--- src/rtl/robo_limpa_tubos_ctrl.sv ---
// robo_limpa_tubos_ctrl: left-hand wall-following pipe-cleaning robot controller
// with timed trash removal, movement budget, drain halt and status counters.
// Optional stall detection is built when ROBO_STALL_DETECT_EN is defined.
module robo_limpa_tubos_ctrl #(
   parameter int REMOVE_CYCLES = 3,
   parameter int MOVE_W        = 9,
   parameter int MAX_MOVES     = 511,
   parameter bit HALT_ON_UNDER = 1'b1,
   parameter int STALL_TURNS   = 4
) (
   input  logic              clock,
   input  logic              reset,
   input  logic              enable,
   input  logic              head,
   input  logic              left,
   input  logic              under,
   input  logic              barrier,
   output logic              front,
   output logic              turn,
   output logic              remove,
   output logic              halted,
   output logic              stuck,
   output logic [MOVE_W-1:0] move_count,
   output logic [7:0]        removed_count
);
   localparam int RW = $clog2(REMOVE_CYCLES + 1);
   typedef enum logic [1:0] {RUN, REMOVE, HALT} state_t;
   state_t            state, state_d;
   logic [RW-1:0]     rem_cnt, rem_d;
   logic              last_turn, last_d;
   logic              front_d, turn_d, remove_d, halted_d, stuck_d;
   logic [MOVE_W-1:0] move_d, move_inc;
   logic [7:0]        removed_d, removed_inc;
   logic              want_turn;
`ifdef ROBO_STALL_DETECT_EN
   localparam int TW = $clog2(STALL_TURNS + 2);
   logic [TW-1:0]     turn_run, turn_run_d;
`endif
   assign move_inc    = (&move_count) ? move_count : move_count + 1'b1;
   assign removed_inc = (&removed_count) ? removed_count : removed_count + 8'd1;
   assign want_turn   = head || (!left && !last_turn);
   // Next-state and registered-output decision for one controller step
   always_comb begin
      state_d   = state;
      rem_d     = rem_cnt;
      last_d    = last_turn;
      front_d   = 1'b0;
      turn_d    = 1'b0;
      remove_d  = 1'b0;
      halted_d  = halted;
      stuck_d   = stuck;
      move_d    = move_count;
      removed_d = removed_count;
`ifdef ROBO_STALL_DETECT_EN
      turn_run_d = turn_run;
`endif
      if (enable) begin
         case (state)
            RUN: begin
               if (HALT_ON_UNDER && under) begin
                  state_d  = HALT;
                  halted_d = 1'b1;
               end else if (MAX_MOVES != 0 && 32'(move_count) == MAX_MOVES) begin
                  state_d  = HALT;
                  halted_d = 1'b1;
               end else if (!head && barrier) begin
                  state_d  = REMOVE;
                  remove_d = 1'b1;
                  rem_d    = RW'(1);
               end else if (want_turn) begin
`ifdef ROBO_STALL_DETECT_EN
                  if (32'(turn_run) == STALL_TURNS) begin
                     state_d  = HALT;
                     halted_d = 1'b1;
                     stuck_d  = 1'b1;
                  end else begin
                     turn_d     = 1'b1;
                     last_d     = 1'b1;
                     move_d     = move_inc;
                     turn_run_d = turn_run + 1'b1;
                  end
`else
                  turn_d = 1'b1;
                  last_d = 1'b1;
                  move_d = move_inc;
`endif
               end else begin
                  front_d = 1'b1;
                  last_d  = 1'b0;
                  move_d  = move_inc;
`ifdef ROBO_STALL_DETECT_EN
                  turn_run_d = '0;
`endif
               end
            end
            REMOVE: begin
               if (32'(rem_cnt) < REMOVE_CYCLES) begin
                  remove_d = 1'b1;
                  rem_d    = rem_cnt + 1'b1;
               end else begin
                  rem_d     = '0;
                  removed_d = removed_inc;
                  last_d    = 1'b0;
                  state_d   = RUN;
`ifdef ROBO_STALL_DETECT_EN
                  turn_run_d = '0;
`endif
               end
            end
            default: ;
         endcase
      end
   end
   // State, counters and registered outputs with asynchronous active-low reset
   always_ff @(posedge clock or negedge reset) begin
      if (!reset) begin
         state         <= RUN;
         rem_cnt       <= '0;
         last_turn     <= 1'b0;
         front         <= 1'b0;
         turn          <= 1'b0;
         remove        <= 1'b0;
         halted        <= 1'b0;
         stuck         <= 1'b0;
         move_count    <= '0;
         removed_count <= '0;
      end else begin
         state         <= state_d;
         rem_cnt       <= rem_d;
         last_turn     <= last_d;
         front         <= front_d;
         turn          <= turn_d;
         remove        <= remove_d;
         halted        <= halted_d;
         stuck         <= stuck_d;
         move_count    <= move_d;
         removed_count <= removed_d;
      end
   end
`ifdef ROBO_STALL_DETECT_EN
   // Turns since the last forward move or completed removal
   always_ff @(posedge clock or negedge reset) begin
      if (!reset) turn_run <= '0;
      else        turn_run <= turn_run_d;
   end
`endif
endmodule

--- config.mk ---
export PLATFORM = sky130hd
export DESIGN_NAME = robo_limpa_tubos_ctrl
export DESIGN_NICKNAME = d
export VERILOG_FILES = /design/src/rtl/robo_limpa_tubos_ctrl.sv
export SDC_FILE = /design/constraint.sdc
export NUM_CORES = 1
export LEC_CHECK = 0
export CAP_MARGIN = 0
export CORE_ASPECT_RATIO = 2
export CORE_MARGIN = 2
export CORE_UTILIZATION = 35
export DETAILED_ROUTE_END_ITERATION = 8
export HOLD_SLACK_MARGIN = 0.08
export PLACE_DENSITY_LB_ADDON = 0.2
export SYNTH_ARGS = -nofsm -noshare
export SYNTH_HDL_FRONTEND = slang
export SYNTH_SLANG_ARGS = --single-unit
--- constraint.sdc ---
create_clock -name clock -period 2.5 [get_ports clock]
set_input_delay 0.25 -clock clock [delete_from_list [all_inputs] [get_ports clock]]
set_output_delay 0.25 -clock clock [all_outputs]
set_load 0.05 [all_outputs]
Word level (Yosys, flattened, before mapping)
Cells that the tools add are included.

Register bits: 26. Bits of input ports: 7. Output and inout port bits: 22. Logic and storage cells: 78.

Add/subtract/negate cells: 3. Order comparisons: 1. Equality and inequality tests: 8. Muxes and demuxes: 34. Bitwise operators: 6. Reductions and logical operators: 17.

Operator list (number): $mux 1 (23); $mux 2 (7); $reduce_and 6->1 (2); $ne 2x2->1 const B (5); $add 9x1->9 const B (1); $eq 9x9->1 const B (1); $reduce_and 9->1 (1); $add 8x1->8 const B (1); $pmux 2 s2 (2); $reduce_and 4->1 (2); $reduce_and 8->1 (1); $not 1->1 (6); $reduce_and 5->1 (1); $ne 4x4->1 const B (1); $pmux 1 s2 (2); $reduce_bool 2->1 (2); $logic_not 1->1 (3); $reduce_and 3->1 (1); $add 2x1->2 const B (1); $eq 2x1->1 const B (1); $logic_and 1x1->1 (2); $logic_not 2->1 (1); $lt 2x2->1 const B (1); $logic_or 1x1->1 (1).

Longest topological paths before layout
Depth after elaboration: 9. Depth in mapped cells: 8. Depth with buffers taken out: 8.

Worst setup path before layout
No wires, ideal clock.

Path type: flip-flop to flip-flop. Start point: register move_count[0]. End point: register move_count[1]. Setup time: 125 ps. Arrival: 2238 ps. Required time: 2375 ps. Path slack: 137 ps. Stages on the path, launching flop included: 8. Buffers on the path: 0. Period minus slack after synthesis: 2363 ps. Cell sequence: dfrtp_1 > ha_1 > nand2_1 > nor2_1 > ha_1 > nor4b_4 > nor3b_4 > mux2_2.

Longest elaborated chain between the ends: 3. Elaborated cells on any way between the ends: 6. Classes of those cells: add/sub: 1; eq/ne: 1; bitwise: 2; reduce/logical: 2.

RTL lines: from (decl) (RTL line 23) `output logic [MOVE_W-1:0] move_count,`; from (signal assigned) (RTL line 136) `move_count <= move_d;`; branches (longest 3 deep; another with $add 9x1->9).

Parallel ways; which one is timed is not known. A chain may end at the register's enable or synchronous reset.

Worst setup path after layout
Same ends and word-level chain as after synthesis.

==> flow_summary_export.csv <==
group,metric,value,unit
clock_network,cts_sinks,26,
logic_synthesis,synthesis.area,1260,sq um
finish,layout-drive-gt1-share,0.116,
clock_network,path_clk_slew,0.09,ns
global_route,grt_max_degree,27,
detailed_routing,vias_per_cell,5.00,
die,core.rowCount,30,
detailed_routing,vias,970,
job,cap_violations,0,
worst_setup_path,crit_path_end_kind,"register",
worst_setup_path,worst_setup_path_start_kind,"register",
worst_setup_path,crit_chain,"ha_1, nand2_1, nor2_1, ha_1, nor4b_4, nor3b_4, mux2_2",
finish,post-route-util,0.485,
clock_network,cts_max_level,1,
sta,slew_viol_final,0,
logic_synthesis,ys_types,34,
sta,whs,0.352,ns
placement,placedCellCount,190,
detailed_routing,ant_nets,0,
worst_setup_path,worst-path-buf-inv,0,
sta,setup_tns,0,ns
detailed_routing,first_pass_iters,3,
die,io_pins,29,
pwr,p_leak,0.000705,uW
pwr,p_per_area,607,nW/um^2
die,core_area,3420,sq um
pwr,ir_worst_vdd,0.524,mV
finish,syn2layout_area_growth,31.6,%
worst_setup_path,reg2reg_from,"move_count[0]",
worst_setup_path,path_delay_family,"simple AND/OR/NAND/NOR gates",
global_route,grt_use_total,0.146,
sta,rsz0062_at_grt,"no",
worst_setup_path,slowest_stage,"nor3b_4",
logic_synthesis,syn_area_per_cell,10.9,sq um
clock_network,root_buffer,"clkbuf_8",
worst_setup_path,r2r_slack,0.22,ns
finish,finalInstanceArea,1660,sq um
worst_setup_path,max_stage_delay,0.44,ns
die,die_y,88.8,microns
finish,n_antenna_cell,0,
detailed_routing,drtIter0Drc,14,
die,start_util,0.368,
die,dieArea,4120,sq um
clock_network,worst_skew_pair.late_latency,0.27,ns
logic_synthesis,seq_area_frac_synth,0.517,
sta,slew_headroom,0.666,
sta,max_freq,438,MHz
placement,dp_hpwl,1910,microns
clock_network,holdBufCountCts,0,
placement,io_buffers,27,
status,status,"finished, final reports clean",
clock_network,postCtsSetupBuffers,0,
die,die_w,46.4,microns
detailed_routing,drc_errors,0,
min_path,hp-class,"primary input to asynchronous set/reset pin",
worst_setup_path,rr_worst_depth,7,
sta,hold_viol,0,
detailed_routing,routed_wirelength,2510,microns
sta,clock_skew,0.00464,ns
sta,final.min_clock_period,2.28,ns
clock_network,cts_tree,"done",
placement,post_dp_cell_area,1590,sq um
finish,fin_nets,158,
global_route,grt_pass1_wl,4440,microns
sta,setup_violations,0,
logic_synthesis,syn_inst,116,
placement,place.gp.congestion,0.811,
sta,fin_crit_sh,0.913,
worst_setup_path,cp.required,2.66,ns
finish,final_common_cell,"clkdlybuf4s50_1",
worst_setup_path,critPathMostFrequentCell,"ha_1",
clock_network,cts_made_buffers,3,
worst_setup_path,rr_endpoint,"move_count[1]",
finish,fin_cells,194,
worst_setup_path,arrival,2.44,ns
global_route,antenna_found_initial,0,
worst_setup_path,path_max_fanout,9,
finish,final_cell_mix,"27 x clkdlybuf4s50_1, 26 x dfrtp_1, 13 x nor2_1, 9 x nand2_1, 9 x o21ai_0",
clock_network,cts_buffer_depth,2,
detailed_routing,routedWlPerCell,12.9,microns
logic_synthesis,synth-warning-count,0,
global_route,grt_overflow_total,0,
logic_synthesis,ys_seq_elements,26,
clock_network,cts_resized,0,
worst_setup_path,critPathKind,"register to register",
logic_synthesis,synth_fp_nets,127,
global_route,grt_pass1_vias,1024,
sta,tightestPinTransition,0.499,ns
report_power, final:
part,internal [uW],total (uW),switching [uW]
clock,214,346,132
combinational,72.7,177,104
sequential,449,483,33.9
total,736,1010,270
sequential cells by signal, indices dropped and copies added (netlist names):
signal,flops
rem_cnt,2
state,2
move_count,9
remove,1
halted,1
front,1
turn,1
last_turn,1
removed_count,8
worst register-to-register path, delay by kind of cell, from the launching register on:
kind                     cells  cell delay (ns)
multiplexers                 1             0.38
AND/OR/NAND/NOR              4             0.88
adder cells (fa/ha/maj)      2             0.47
flip-flops                   1             0.43
through the flow:
stage / setup WS [ns] / power [uW]
finish: 0.219 / 1010
CTS: 0.189 / 1020
global placement: 0.306 / 662
detailed placement: 0.221 / 669
floorplan: 0.137 / 602
global route: 0.118 / 1060
synthesized netlist by cell type:
library cell,n,area (sq um)
a21o_1,1,7.51
a21o_2,1,8.76
a21oi_1,3,15.0
a32oi_1,1,8.76
and2_1,2,12.5
and2b_2,1,8.76
and3_1,1,6.26
and4b_2,1,11.3
buf_4,1,7.51
clkbuf_1,1,3.75
conb_1,1,3.75
dfrtp_1,26,651
ha_1,4,50.1
inv_1,3,11.3
mux2_2,5,56.3
mux2i_1,1,10.0
nand2_1,9,33.8
nand2b_1,1,6.26
nand3_1,4,20.0
nand3b_1,1,7.51
nand4_1,5,31.3
nor2_1,13,48.8
nor2b_1,1,6.26
nor3_1,3,15.0
nor3b_1,1,7.51
nor3b_4,1,18.8
nor4b_4,1,23.8
o211ai_1,1,7.51
o21ai_0,9,45.0
o22a_2,1,10.0
o41ai_1,1,8.76
or2b_2,1,8.76
xnor2_1,8,70.1
xor2_1,2,17.5
worst max path at each step:
stage / from / endpoint / slack, ns / cells after the start
5_1_grt: move_count[0] / move_count[1] / 0.12 / 7
6_report: move_count[0] / move_count[1] / 0.22 / 7
3_5_place_dp: move_count[0] / move_count[8] / 0.22 / 7
4_1_cts: move_count[0] / move_count[1] / 0.19 / 7
3_3_place_gp: move_count[0] / move_count[8] / 0.31 / 7
2_1_floorplan: move_count[0] / move_count[1] / 0.14 / 7
logic make-up (layout without fill, tap and decap cells):
| group | count (synthesis) | count (layout) | share of synthesized area |
|---|---|---|---|
| XOR/XNOR | 10 | 10 | 0.0696 |
| multiplexers | 6 | 6 | 0.0527 |
| AO/OA/AOI/OAI | 18 | 18 | 0.0885 |
| flip-flops | 26 | 26 | 0.517 |
| buffers and inverters | 5 | 35 | 0.0179 |
| other | 1 | 1 | 0.00298 |
| adder cells (fa/ha/maj) | 4 | 4 | 0.0398 |
| AND/OR/NAND/NOR | 46 | 46 | 0.212 |
area by class of cell:
| cell class | count | area, sq um |
|---|---|---|
| Inverter | 3 | 11.3 |
| Clock inverter | 1 | 30.0 |
| Sequential cell | 26 | 651 |
| Timing Repair Buffer | 28 | 278 |
| Multi-Input combinational cell | 85 | 586 |
| Clock buffer | 3 | 41.3 |
| Tap cell | 48 | 60.1 |
| Fill cell | 335 | 1760 |
layer usage:
| layer | track usage | vias up | part of all wire |
|---|---|---|---|
| met3 | 0.0204 | 2 | 0.027 |
| met2 | 0.255 | 20 | 0.56 |
| li1 | - | 465 | - |
| met5 | 0 | - | 0 |
| met1 | 0.161 | 483 | 0.40 |
| met4 | 0.0753 | 0 | 0.011 |
Power figures use the tool's default switching activity.
